File: src/rtl/fetch_request_unit_pkg.sv
// rtl/fetch_request_unit_pkg.sv - shared types and configuration for the fetch request unit
package fetch_request_unit_pkg;

  localparam int XLEN = 32;
  localparam int FETCH_BUFFER_DEPTH = 4;
  localparam logic [XLEN-1:0] DEFAULT_RESET_PC = 32'h8000_0000;

  typedef struct packed {
    logic [XLEN-1:0] pc;
    logic [31:0]     instruction;
  } instruction_buffer_packet;

  typedef enum logic {
    IDLE  = 1'b0,
    FETCH = 1'b1
  } fetch_state_t;

  function automatic logic [XLEN-1:0] word_align(input logic [XLEN-1:0] addr);
    return {addr[XLEN-1:2], 2'b00};
  endfunction

endpackage

File: src/rtl/fetch_request_unit_if.sv
// rtl/fetch_request_unit_if.sv - instruction memory and instruction buffer signals of the fetch unit
interface fetch_request_unit_if
  import fetch_request_unit_pkg::*;
();

  logic                     mem_req;
  logic [XLEN-1:0]          mem_addr;
  logic                     mem_ack;
  logic                     mem_rvalid;
  logic [31:0]              mem_rdata;
  logic                     ib_push;
  instruction_buffer_packet ib_data_in;
  logic                     ib_flush;
  logic                     ib_pop;

  modport master (
    output mem_req, mem_addr, ib_push, ib_data_in, ib_flush,
    input  mem_ack, mem_rvalid, mem_rdata, ib_pop
  );

  modport slave (
    input  mem_req, mem_addr, ib_push, ib_data_in, ib_flush,
    output mem_ack, mem_rvalid, mem_rdata, ib_pop
  );

endinterface

File: src/rtl/fetch_request_unit_pc_fifo.sv
// rtl/fetch_request_unit_pc_fifo.sv - circular FIFO of issued fetch PCs, aligned with memory responses
module fetch_pc_fifo
  import fetch_request_unit_pkg::*;
#(
  parameter int DEPTH = 2
) (
  input  logic            clk,
  input  logic            rst,
  input  logic            push,
  input  logic [XLEN-1:0] push_pc,
  input  logic            pop,
  output logic [XLEN-1:0] head_pc
);

  localparam int PTR_W = (DEPTH > 1) ? $clog2(DEPTH) : 1;
  localparam logic [PTR_W-1:0] LAST = PTR_W'(DEPTH - 1);

  logic [XLEN-1:0]  mem_q [DEPTH];
  logic [XLEN-1:0]  mem_d [DEPTH];
  logic [PTR_W-1:0] wr_ptr_q, wr_ptr_d;
  logic [PTR_W-1:0] rd_ptr_q, rd_ptr_d;

  // Occupancy is never tracked here: the owner never pushes when full or pops when empty.
  always_comb begin
    mem_d    = mem_q;
    wr_ptr_d = wr_ptr_q;
    rd_ptr_d = rd_ptr_q;
    if (push) begin
      mem_d[wr_ptr_q] = push_pc;
      wr_ptr_d = (wr_ptr_q == LAST) ? '0 : wr_ptr_q + PTR_W'(1);
    end
    if (pop) begin
      rd_ptr_d = (rd_ptr_q == LAST) ? '0 : rd_ptr_q + PTR_W'(1);
    end
  end

  always_ff @(posedge clk or posedge rst) begin
    if (rst) begin
      for (int i = 0; i < DEPTH; i++) begin
        mem_q[i] <= '0;
      end
      wr_ptr_q <= '0;
      rd_ptr_q <= '0;
    end else begin
      mem_q    <= mem_d;
      wr_ptr_q <= wr_ptr_d;
      rd_ptr_q <= rd_ptr_d;
    end
  end

  assign head_pc = mem_q[rd_ptr_q];

endmodule

File: src/rtl/fetch_request_unit.sv
// rtl/fetch_request_unit.sv - fetch PC owner issuing word requests and pushing returned words to the IB
module fetch_request_unit
  import fetch_request_unit_pkg::*;
#(
  parameter logic [XLEN-1:0] RESET_PC        = DEFAULT_RESET_PC,
  parameter int              MAX_OUTSTANDING = 2
) (
  input  logic                 clk,
  input  logic                 rst,
  input  logic                 fetch_en,
  input  logic                 redirect,
  input  logic [XLEN-1:0]      redirect_pc,
  fetch_request_unit_if.master bus
);

  localparam int OUT_W = $clog2(MAX_OUTSTANDING) + 1;
  localparam int RES_W = $clog2(FETCH_BUFFER_DEPTH) + 1;
  localparam logic [OUT_W-1:0] OUT_MAX = OUT_W'(MAX_OUTSTANDING);
  localparam logic [RES_W-1:0] RES_MAX = RES_W'(FETCH_BUFFER_DEPTH);

  fetch_state_t     state_q, state_d;
  logic [XLEN-1:0]  pc_q, pc_d;
  logic [OUT_W-1:0] outstanding_q, outstanding_d;
  logic [OUT_W-1:0] discard_q, discard_d;
  logic [RES_W-1:0] reserved_q, reserved_d;
  logic             req;
  logic             issue;
  logic             resp;
  logic             drop;
  logic             live_pop;
  logic [XLEN-1:0]  head_pc;

  fetch_pc_fifo #(
    .DEPTH (MAX_OUTSTANDING)
  ) u_pc_fifo (
    .clk     (clk),
    .rst     (rst),
    .push    (issue),
    .push_pc (pc_q),
    .pop     (resp),
    .head_pc (head_pc)
  );

  always_comb begin
    state_d = fetch_en ? FETCH : IDLE;

    req      = (state_q == FETCH) && !redirect &&
               (outstanding_q < OUT_MAX) && (reserved_q < RES_MAX);
    issue    = req && bus.mem_ack;
    resp     = bus.mem_rvalid && (outstanding_q != '0);
    drop     = resp && ((discard_q != '0) || redirect);
    // A pop can only return a credit held by a live buffer entry.
    live_pop = bus.ib_pop && (reserved_q > RES_W'(outstanding_q));

    outstanding_d = outstanding_q;
    if (issue) outstanding_d = outstanding_d + OUT_W'(1);
    if (resp)  outstanding_d = outstanding_d - OUT_W'(1);

    pc_d = pc_q;
    if (redirect) begin
      pc_d = word_align(redirect_pc);
    end else if (issue) begin
      pc_d = pc_q + XLEN'(4);
    end

    discard_d  = discard_q;
    reserved_d = reserved_q;
    if (redirect) begin
      // Everything still in flight is stale and the buffer is flushed, so credits collapse too.
      discard_d  = outstanding_d;
      reserved_d = RES_W'(outstanding_d);
    end else begin
      if (drop && (discard_q != '0)) discard_d = discard_q - OUT_W'(1);
      if (issue)    reserved_d = reserved_d + RES_W'(1);
      if (drop)     reserved_d = reserved_d - RES_W'(1);
      if (live_pop) reserved_d = reserved_d - RES_W'(1);
    end
  end

  always_ff @(posedge clk or posedge rst) begin
    if (rst) begin
      state_q       <= IDLE;
      pc_q          <= RESET_PC;
      outstanding_q <= '0;
      discard_q     <= '0;
      reserved_q    <= '0;
    end else begin
      state_q       <= state_d;
      pc_q          <= pc_d;
      outstanding_q <= outstanding_d;
      discard_q     <= discard_d;
      reserved_q    <= reserved_d;
    end
  end

  assign bus.mem_req    = req;
  assign bus.mem_addr   = pc_q;
  assign bus.ib_push    = resp && !drop;
  assign bus.ib_data_in = '{pc: head_pc, instruction: bus.mem_rdata};
  assign bus.ib_flush   = redirect;

  // Returned data with nothing in flight is a memory-side protocol error; the logic ignores it.
  assert property (@(posedge clk) disable iff (rst) !(bus.mem_rvalid && (outstanding_q == '0)));

endmodule

File: src/flat_wrapper.sv
// flat-port wrapper written by rule: the top's interface ports become plain ports
module fetch_request_unit_flat import fetch_request_unit_pkg::*;
#(
  parameter logic [XLEN-1:0] RESET_PC        = DEFAULT_RESET_PC,
  parameter int              MAX_OUTSTANDING = 2
)
  (clk, rst, fetch_en, redirect, redirect_pc, bus_mem_req, bus_mem_addr, bus_ib_push, bus_ib_data_in, bus_ib_flush, bus_mem_ack, bus_mem_rvalid, bus_mem_rdata, bus_ib_pop);
  fetch_request_unit_if bus_i ();
  input  logic clk;
  input  logic rst;
  input  logic fetch_en;
  input  logic redirect;
  input  logic [XLEN-1:0] redirect_pc;
  output wire logic [$bits(bus_i.mem_req)-1:0] bus_mem_req;
  output wire logic [$bits(bus_i.mem_addr)-1:0] bus_mem_addr;
  output wire logic [$bits(bus_i.ib_push)-1:0] bus_ib_push;
  output wire logic [$bits(bus_i.ib_data_in)-1:0] bus_ib_data_in;
  output wire logic [$bits(bus_i.ib_flush)-1:0] bus_ib_flush;
  input wire logic [$bits(bus_i.mem_ack)-1:0] bus_mem_ack;
  input wire logic [$bits(bus_i.mem_rvalid)-1:0] bus_mem_rvalid;
  input wire logic [$bits(bus_i.mem_rdata)-1:0] bus_mem_rdata;
  input wire logic [$bits(bus_i.ib_pop)-1:0] bus_ib_pop;
  assign bus_mem_req = bus_i.mem_req;
  assign bus_mem_addr = bus_i.mem_addr;
  assign bus_ib_push = bus_i.ib_push;
  assign bus_ib_data_in = bus_i.ib_data_in;
  assign bus_ib_flush = bus_i.ib_flush;
  assign bus_i.mem_ack = bus_mem_ack;
  assign bus_i.mem_rvalid = bus_mem_rvalid;
  assign bus_i.mem_rdata = bus_mem_rdata;
  assign bus_i.ib_pop = bus_ib_pop;
  fetch_request_unit #(.RESET_PC(RESET_PC), .MAX_OUTSTANDING(MAX_OUTSTANDING)) u_core (.clk(clk), .rst(rst), .fetch_en(fetch_en), .redirect(redirect), .redirect_pc(redirect_pc), .bus(bus_i));
endmodule
File: config.mk
export PLATFORM = sky130hd
export DESIGN_NAME = fetch_request_unit_flat
export DESIGN_NICKNAME = d
export VERILOG_FILES = /design/src/rtl/fetch_request_unit_pkg.sv /design/src/rtl/fetch_request_unit_if.sv /design/src/rtl/fetch_request_unit_pc_fifo.sv /design/src/rtl/fetch_request_unit.sv /design/src/flat_wrapper.sv
export SDC_FILE = /design/constraint.sdc
export NUM_CORES = 1
export LEC_CHECK = 0
export CORE_MARGIN = 2
export CORE_UTILIZATION = 45
export DETAILED_ROUTE_END_ITERATION = 6
export GPL_TIMING_DRIVEN = 1
export PLACE_DENSITY = 0.78
export SLEW_MARGIN = 30
export SYNTH_ARGS = -nofsm -noshare
export SYNTH_HDL_FRONTEND = slang
export SYNTH_SLANG_ARGS = --single-unit
File: constraint.sdc
create_clock -name clk -period 6.1 [get_ports clk]
set_clock_uncertainty 0.15 [all_clocks]
set_input_delay 0.915 -clock clk [delete_from_list [all_inputs] [get_ports clk]]
set_output_delay 0.915 -clock clk [all_outputs]
set_load 0.01 [all_outputs]
==> results of run 1 <==
## power breakdown
part	total [mW]	internal [mW]	switching, mW
clock	0.549	0.309	0.240
sequential	1.09	0.900	0.186
combinational	1.14	0.681	0.459
## flip-flops by register name (all words and copies together), names as in the netlist
name / flops
u_core.u_pc_fifo.mem_q: 60
u_core.bus.mem_addr: 30
u_core.u_pc_fifo.wr_ptr_q: 1
u_core.u_pc_fifo.rd_ptr_q: 1
u_core.reserved_q: 3
u_core.state_q: 1
u_core.discard_q: 2
u_core.outstanding_q: 2
## routing by layer
layer | global-route usage, % | vias to the layer above | wire length (um)
met5 | 0 | - | 0
met1 | 27.5 | 1929 | 5790
li1 | - | 1851 | -
met3 | 5.42 | 40 | 782
met2 | 31.9 | 123 | 5810
met4 | 8.29 | 0 | 371
## area by class of cell
cell class | count | area (um^2) | share of cell area [%]
Sequential cell | 100 | 2500 | 38.5
Clock buffer | 13 | 270 | 4.15
Timing Repair Buffer | 104 | 1030 | 15.8
Inverter | 14 | 55.1 | 0.846
Clock inverter | 3 | 20.0 | 0.307
Multi-Input combinational cell | 320 | 2450 | 37.6
Tap cell | 147 | 184 | 2.82
## path summary, 6_finish.rpt
path                       slack [ns]  depth (start not counted)                       from                    endpoint
setup / recovery                 1.98                         12                   redirect        u_core.reserved_q[2]
min in group asynchronous        0.81                          2                        rst  u_core.u_pc_fifo.mem_q[10]
max in group asynchronous        3.85                          3                        rst  u_core.u_pc_fifo.mem_q[56]
hold / removal                   0.33                          2  u_core.u_pc_fifo.mem_q[7]   u_core.u_pc_fifo.mem_q[7]
setup reg to reg                 2.55                         11    u_core.outstanding_q[1]        u_core.reserved_q[2]
hold reg to reg                  0.33                          2  u_core.u_pc_fifo.mem_q[7]   u_core.u_pc_fifo.mem_q[7]
## worst max-delay path: cells and delay by family
family                   cells  cell delay (ns)
AO/OA/AOI/OAI                2             0.22
XOR/XNOR                     1             0.27
adder cells (fa/ha/maj)      2             0.46
buffers and inverters        2             0.53
multiplexers                 1             0.53
AND/OR/NAND/NOR              4             1.34
## cells in the final DEF, fill, tap and decap left out, types with 9 or more instances in the layout
cell,n
o211ai_1,10
clkbuf_16,9
and3_1,9
inv_1,12
nand4_1,10
nor2_1,13
a21oi_1,11
nand3_1,17
nand2_1,51
clkdlybuf4s50_1,99
o21ai_0,24
mux2_2,64
dfrtp_1,99
mux2_1,23
## cells by family (layout without fill, tap and decap cells)
kind of cell | after synthesis | in the layout | synth area share, %
xor+xnor | 8 | 8 | 1.82
flops | 100 | 100 | 46.1
fa+ha+maj | 8 | 8 | 1.84
compound gates | 74 | 74 | 9.27
simple gates | 134 | 134 | 12.9
other cells | 1 | 4 | 0.0691
buf+inv | 79 | 134 | 8.99
mux | 92 | 92 | 19.0
==> flow_metrics.tcl, run 1 <==
set metrics [dict create \
    status "finished clean" \
    hold_path_class "reg -> reg" \
    hold_buffers 0 \
    ant_nets 0 \
    clk_latency_ns 0.35 \
    wl_um 12800 \
    overflow 0 \
    crit_arrival_ns 4.25 \
    syn_area_per_cell_um2 10.9 \
    power_mw 2.77 \
    setup_viol 0 \
    hold_violations 0 \
    antenna_found_initial 0 \
    ctsLongestPathBuffers 2 \
    ys_warn_count 0 \
    yosys.cell_types.count 54 \
    grt_pass1_vias 3995 \
    slew_headroom_pct 38.9 \
    synth_top_area_share_pct 45.6 \
    crit_path_end_kind "register" \
    cts_tree "yes" \
    slew_violations 0 \
    dieWidth_um 114 \
    cts_made_buffers 9 \
    synth_area_leaders "dfrtp_1 46%, mux2_2 13%, buf_4 5.3%, mux2_1 4.8%, nand2_1 3.5%" \
    grt_max_degree 61 \
    gp_congestion 0.813 \
    synth_edf_count 0 \
    via_count 3943 \
    pin_count 170 \
    worst_slew_pin_slew_ns 0.917 \
    fin_hold_ws_ns 0.325 \
    finalCriticalPeriod_ns 4.12 \
    final_cells 701 \
    critPathSlowestCell "nand2_1" \
    synth_commonest_cells "99 x dfrtp_1, 64 x mux2_2, 51 x nand2_1" \
    clock_sinks 100 \
    p_per_area_mw_per_mm2 426 \
    cts_resized 0 \
    clk_pin_slew_worst_paths_ns 0.07 \
    route.detailed.drc 0 \
    dpl_cell_area_mm2 0.00622 \
    wire_per_inst_um 18.2 \
    required_ns 6.23 \
    syn_to_final_growth_pct 20.0 \
    fmax_mhz 243 \
    hpwlAfterDp_um 8790 \
    critPathLaunchType "primary input" \
    drive_gt1_share_pct 17.0 \
    placed_cells 685 \
    post_cts_buffers 0 \
    final_area_mm2 0.00651 \
    crit_chain "clkdlybuf4s50_1 > nor4b_4 > nand2_1 > mux2_2 > inv_1 > ha_1 > nand2_1 > o21ai_0 > ha_1 > o211ai_1 > xor3_1 > nor2_1" \
    critPathKind "in -> reg" \
    ys_ff_latch 100 \
    drtIter0Drc 195 \
    h-tree-depth 3 \
    root_buffer "clkbuf_16" \
    ys_seq_area_share_pct 46.1 \
    rows 40 \
    dieArea_mm2 0.0130 \
    fin_util_pct 54.7 \
    core_mm2 0.0119 \
    pre_cts_ws_ns 1.74 \
    max_stage_delay_ns 0.65 \
    io_buffers 99 \
    fin_nets 628 \
    vdd_drop_max_mv 0.220 \
    setup_tns_ns 0 \
    rsz0062_at_grt "no" \
    synth_most_common_cell "dfrtp_1" \
    syn_area_mm2 0.00543 \
    synthArstFlopShare_pct 100 \
    routed_via_density 5.62 \
    nFillCells 1029 \
    total_leakage_power_nw 2.83 \
    netlist_instances 496 \
    crit_fanout 25 \
    initial_utilization_pct 45.6 \
    grtUsageTotal_pct 20.5 \
    die_height_um 114 \
    grt_pass1_wl_um 20900 \
    firstDrtPassIters 4 \
    drv_cap 0 \
    yosysTopAreaCell "dfrtp_1" \
    ys.flop_type "dfrtp_1" \
    post-route-period-util_pct 67.6 \
    diodes 0 \
    setup_ws_ns 1.98 \
]
(Power assumes the default switching activity.)
==> run 2: changes to the inputs <==
clock period = 3.9 ns   (was 6.1 ns; I/O delays follow)
==> run 2 against run 1 <==
Against the previous run: total power increased by 59%; setup slack worse by 1.2 ns; largest power group unchanged; clock power up 64%; sequential share of layout area decreased by 0.47 points; first-iteration DRC count up 42%; worst hold slack worse by 0.0029 ns; utilization increased by 0.68 points; combinational power rose by 58%; global-route usage is 0.19 points lower.
==> flow_metrics.tcl, run 2 (same netlist as run 1, synthesis figures left out) <==
set metrics [dict create \
    status "finished clean" \
    wire_per_inst_um 18.3 \
    drive_gt1_share_pct 17.4 \
    p_per_area_mw_per_mm2 669 \
    finalCriticalPeriod_ns 3.12 \
    grt_pass1_wl_um 20700 \
    crit_path_end_kind "output pin" \
    cts_made_buffers 9 \
    power_mw 4.41 \
    drtIter0Drc 276 \
    io_buffers 99 \
    fin_nets 633 \
    route.detailed.drc 0 \
    critPathLaunchType "register" \
    fin_util_pct 55.3 \
    diodes 0 \
    rsz0062_at_grt "no" \
    initial_utilization_pct 45.6 \
    grt_max_degree 76 \
    comb_power_share_pct 40.9 \
    total_leakage_power_nw 2.87 \
    dieWidth_um 114 \
    final_cell_mix "99 x clkdlybuf4s50_1, 99 x dfrtp_1, 64 x mux2_2" \
    final_cells 706 \
    dieArea_mm2 0.0130 \
    seq_power_share_pct 38.7 \
    worst-path-buf-inv 2 \
    via_count 4072 \
    clk_latency_ns 0.35 \
    hpwlAfterDp_um 8740 \
    critPathKind "reg -> out" \
    pwr-share-clk_pct 20.4 \
    drv_cap 0 \
    power.internal_mw 3.03 \
    hold_buffers 0 \
    cts_resized 0 \
    fmax_mhz 321 \
    clk_pin_slew_worst_paths_ns 0.06 \
    largest_reg_flops 60 \
    syn_to_final_growth_pct 21.5 \
    h-tree-depth 3 \
    die_height_um 114 \
    post_cts_buffers 0 \
    grtUsageTotal_pct 20.3 \
    critPathSlowestCell "dfrtp_1" \
    hold_violations 0 \
    fin_hold_ws_ns 0.322 \
    cts_tree "yes" \
    root_buffer "clkbuf_16" \
    rows 40 \
    vdd_drop_max_mv 0.310 \
    crit_fanout 16 \
    p_sw_mw 1.38 \
    overflow 0 \
    crit_arrival_ns 2.38 \
    path_delay_family "flip-flops" \
    pin_count 170 \
    slew_headroom_pct 40.3 \
    ant_nets 0 \
    required_ns 3.16 \
    worst_slew_pin_slew_ns 0.895 \
    nFillCells 1030 \
    antenna_found_initial 0 \
    firstDrtPassIters 5 \
    gp_congestion 0.804 \
    setup_tns_ns 0 \
    largest-register "u_core.u_pc_fifo.mem_q" \
    wl_um 12900 \
    max_stage_delay_ns 0.92 \
    hold_path_class "reg -> reg" \
    crit_chain "buf_12 > mux2_2 > clkdlybuf4s50_1" \
    grt_pass1_vias 4027 \
    placed_cells 689 \
    switching_share_pct 31.4 \
    post-route-period-util_pct 79.9 \
    core_mm2 0.0119 \
    setup_viol 0 \
    clock_sinks 100 \
    ctsLongestPathBuffers 2 \
    slew_violations 0 \
    routed_via_density 5.77 \
]
## run 2: worst paths after layout
| kind | start | to | slack (ns) | depth (start not counted) |
|---|---|---|---|---|
| max reg2reg | u_core.outstanding_q[1] | u_core.u_pc_fifo.mem_q[9] | 1.20 | 7 |
| min in group asynchronous | rst | u_core.u_pc_fifo.mem_q[42] | 0.57 | 2 |
| max in group asynchronous | rst | u_core.u_pc_fifo.mem_q[57] | 2.33 | 3 |
| min | u_core.u_pc_fifo.mem_q[31] | u_core.u_pc_fifo.mem_q[31] | 0.32 | 2 |
| min reg2reg | u_core.u_pc_fifo.mem_q[31] | u_core.u_pc_fifo.mem_q[31] | 0.32 | 2 |
| max | u_core.u_pc_fifo.rd_ptr_q | bus_ib_data_in[47] | 0.78 | 3 |
## run 2: worst register-to-register path, cell delays in order (launching register included)
cell	delay (ns)
dfrtp_1	0.43
nor4b_4	0.28
buf_4	0.19
and2_1	0.16
buf_4	0.31
nand2_1	0.35
buf_4	0.36
mux2_2	0.34
## run 2: metal layers
metal | up-vias | part of all wire, % | GRT usage (%) | wire length [um]
met5 | - | 0 | 0 | 0
met4 | 0 | 1.5 | 7.24 | 192
met3 | 27 | 6.6 | 4.46 | 845
met2 | 154 | 48 | 32.8 | 6150
met1 | 2035 | 44 | 27.2 | 5700
li1 | 1856 | - | - | -
## run 2: final cells by class
type | instances | area (um^2) | share of cell area, %
clock inverter | 2 | 35.0 | 0.531
multi-input combinational | 320 | 2450 | 37.2
tap | 147 | 184 | 2.79
inverter | 14 | 57.6 | 0.873
timing repair buffer | 109 | 1100 | 16.7
clock buffer | 14 | 264 | 4.00
sequential | 100 | 2500 | 38.0
## run 2: metrics by stage
step	worst slack, ns	area, um^2
detailed placement	0.474	6260
global placement	0.544	6260
CTS	0.795	6560
floorplan	0.548	5440
global route	0.693	6590
finish	0.783	6590
## run 2: power by group through the flow
stage,Clock [mW],Combinational [mW],Sequential (mW)
finish,0.900,1.80,1.71
global route,0.964,1.96,1.76
CTS,0.922,1.81,1.70
detailed placement,0,1.80,1.72
global placement,0,1.74,1.69
floorplan,0,1.14,1.61
==> run 3: changes to the inputs <==
clock period = 2.9 ns   (was 3.9 ns; I/O delays follow)
==> run 3 against run 2 <==
Against the previous run: global-route usage up 0.94 points; critical path type unchanged; largest power group unchanged; sequential power rose by 30%; combinational power increased by 39%.
==> flow_metrics.tcl, run 3 (same netlist as run 1, synthesis figures left out) <==
set metrics [dict create \
    io_buffers 99 \
    gp_congestion 0.842 \
    final_area_mm2 0.00667 \
    worst_slew_pin_slew_ns 0.678 \
    syn_to_final_growth_pct 22.8 \
    final_cell_mix "99 x clkdlybuf4s50_1, 99 x dfrtp_1, 64 x mux2_2" \
    fmax_mhz 361 \
    routed_via_density 5.82 \
    grt_pass1_vias 4269 \
    largest_reg_flops 60 \
    route.detailed.drc 0 \
    crit_arrival_ns 2.18 \
    overflow 0 \
    pin_count 170 \
    ctsLongestPathBuffers 2 \
    r2r_slack_ns 0.35 \
    crit_path_end_kind "output pin" \
    firstDrtPassIters 5 \
    critPathKind "reg -> out" \
    die_height_um 114 \
    diodes 0 \
    drv_cap 0 \
    hold_buffers 0 \
    rows 40 \
    cts_tree "yes" \
    placed_cells 701 \
    vdd_drop_max_mv 0.407 \
    critPathLaunchType "register" \
    hold_violations 0 \
    crit_fanout 5 \
    largest-register "u_core.u_pc_fifo.mem_q" \
    drive_gt1_share_pct 19.5 \
    hold_path_class "reg -> reg" \
    total_leakage_power_nw 2.91 \
    setup_viol 0 \
    grt_pass1_wl_um 21700 \
    dieArea_mm2 0.0130 \
    drtIter0Drc 291 \
    wl_um 13400 \
    slew_headroom_pct 54.5 \
    initial_utilization_pct 45.6 \
    antenna_found_initial 0 \
    via_count 4170 \
    cts_resized 0 \
    h-tree-depth 3 \
    grt_max_degree 101 \
    status "finished clean" \
    clock_sinks 100 \
    hpwlAfterDp_um 9280 \
    root_buffer "clkbuf_16" \
    finalCriticalPeriod_ns 2.77 \
    p_per_area_mw_per_mm2 894 \
    final_cells 717 \
    fin_hold_ws_ns 0.324 \
    slew_violations 0 \
    wire_per_inst_um 18.7 \
    post_cts_buffers 0 \
    dieWidth_um 114 \
    clk_latency_ns 0.34 \
    clk_pin_slew_worst_paths_ns 0.07 \
    core_mm2 0.0119 \
    ant_nets 0 \
    post-route-period-util_pct 95.4 \
    required_ns 2.32 \
    cts_made_buffers 9 \
    grtUsageTotal_pct 21.3 \
    fin_nets 644 \
    rsz0062_at_grt "no" \
    dpl_cell_area_mm2 0.00637 \
]
==> run 3: final timing paths <==
path                                       startpoint  depth (start not counted)                    endpoint
setup reg to reg              u_core.outstanding_q[1]                         11        u_core.reserved_q[2]
hold reg to reg            u_core.u_pc_fifo.mem_q[31]                          2  u_core.u_pc_fifo.mem_q[31]
min in group asynchronous                         rst                          3  u_core.u_pc_fifo.mem_q[41]
hold / removal             u_core.u_pc_fifo.mem_q[31]                          2  u_core.u_pc_fifo.mem_q[31]
max in group asynchronous                         rst                          3     u_core.bus.mem_addr[31]
setup / recovery              u_core.outstanding_q[0]                          5                 bus_ib_push
==> run 3: metrics by stage <==
step | total power [mW] | util, % | setup slack, ns | TNS, ns
2_1_floorplan | 3.70 | - | 0.165 | 0
3_3_place_gp | 4.65 | 53.5 | -0.00508 | -0.00616
3_5_place_dp | 4.78 | 53.5 | -0.0831 | -0.459
4_1_cts | 6.03 | 56.0 | 0.137 | 0
5_1_grt | 6.34 | 56.0 | 0.0337 | 0
6_report | 5.96 | 56.0 | 0.133 | 0
==> run 3: layer usage <==
layer  wire length (um)  track usage (%)  vias up
li1                   -                -     1891
met1               5650             27.6     2077
met2               6510             35.0      175
met3                958             5.10       27
met4                249             7.40        0
met5                  0                0        -
==> run 3: layout make-up <==
class                      instances  area (um^2)
fill                            1043         5240
sequential                       100         2500
multi-input combinational        320         2450
timing repair buffer             120         1170
clock buffer                       9          225
tap                              147          184
clock inverter                     7         75.1
inverter                          14         56.3
==> run 3: power by group <==
group,internal [mW],switching (mW)
Sequential,1.89,0.342
Combinational,1.48,1.04
Clock,0.674,0.543
==> run 3: worst max-delay path, cell delays in order, from the launching register on <==
cell	delay, ns
dfrtp_1	0.41
inv_1	0.11
ha_1	0.21
nand2b_1	0.15
nor3b_1	0.35
clkdlybuf4s50_1	0.62
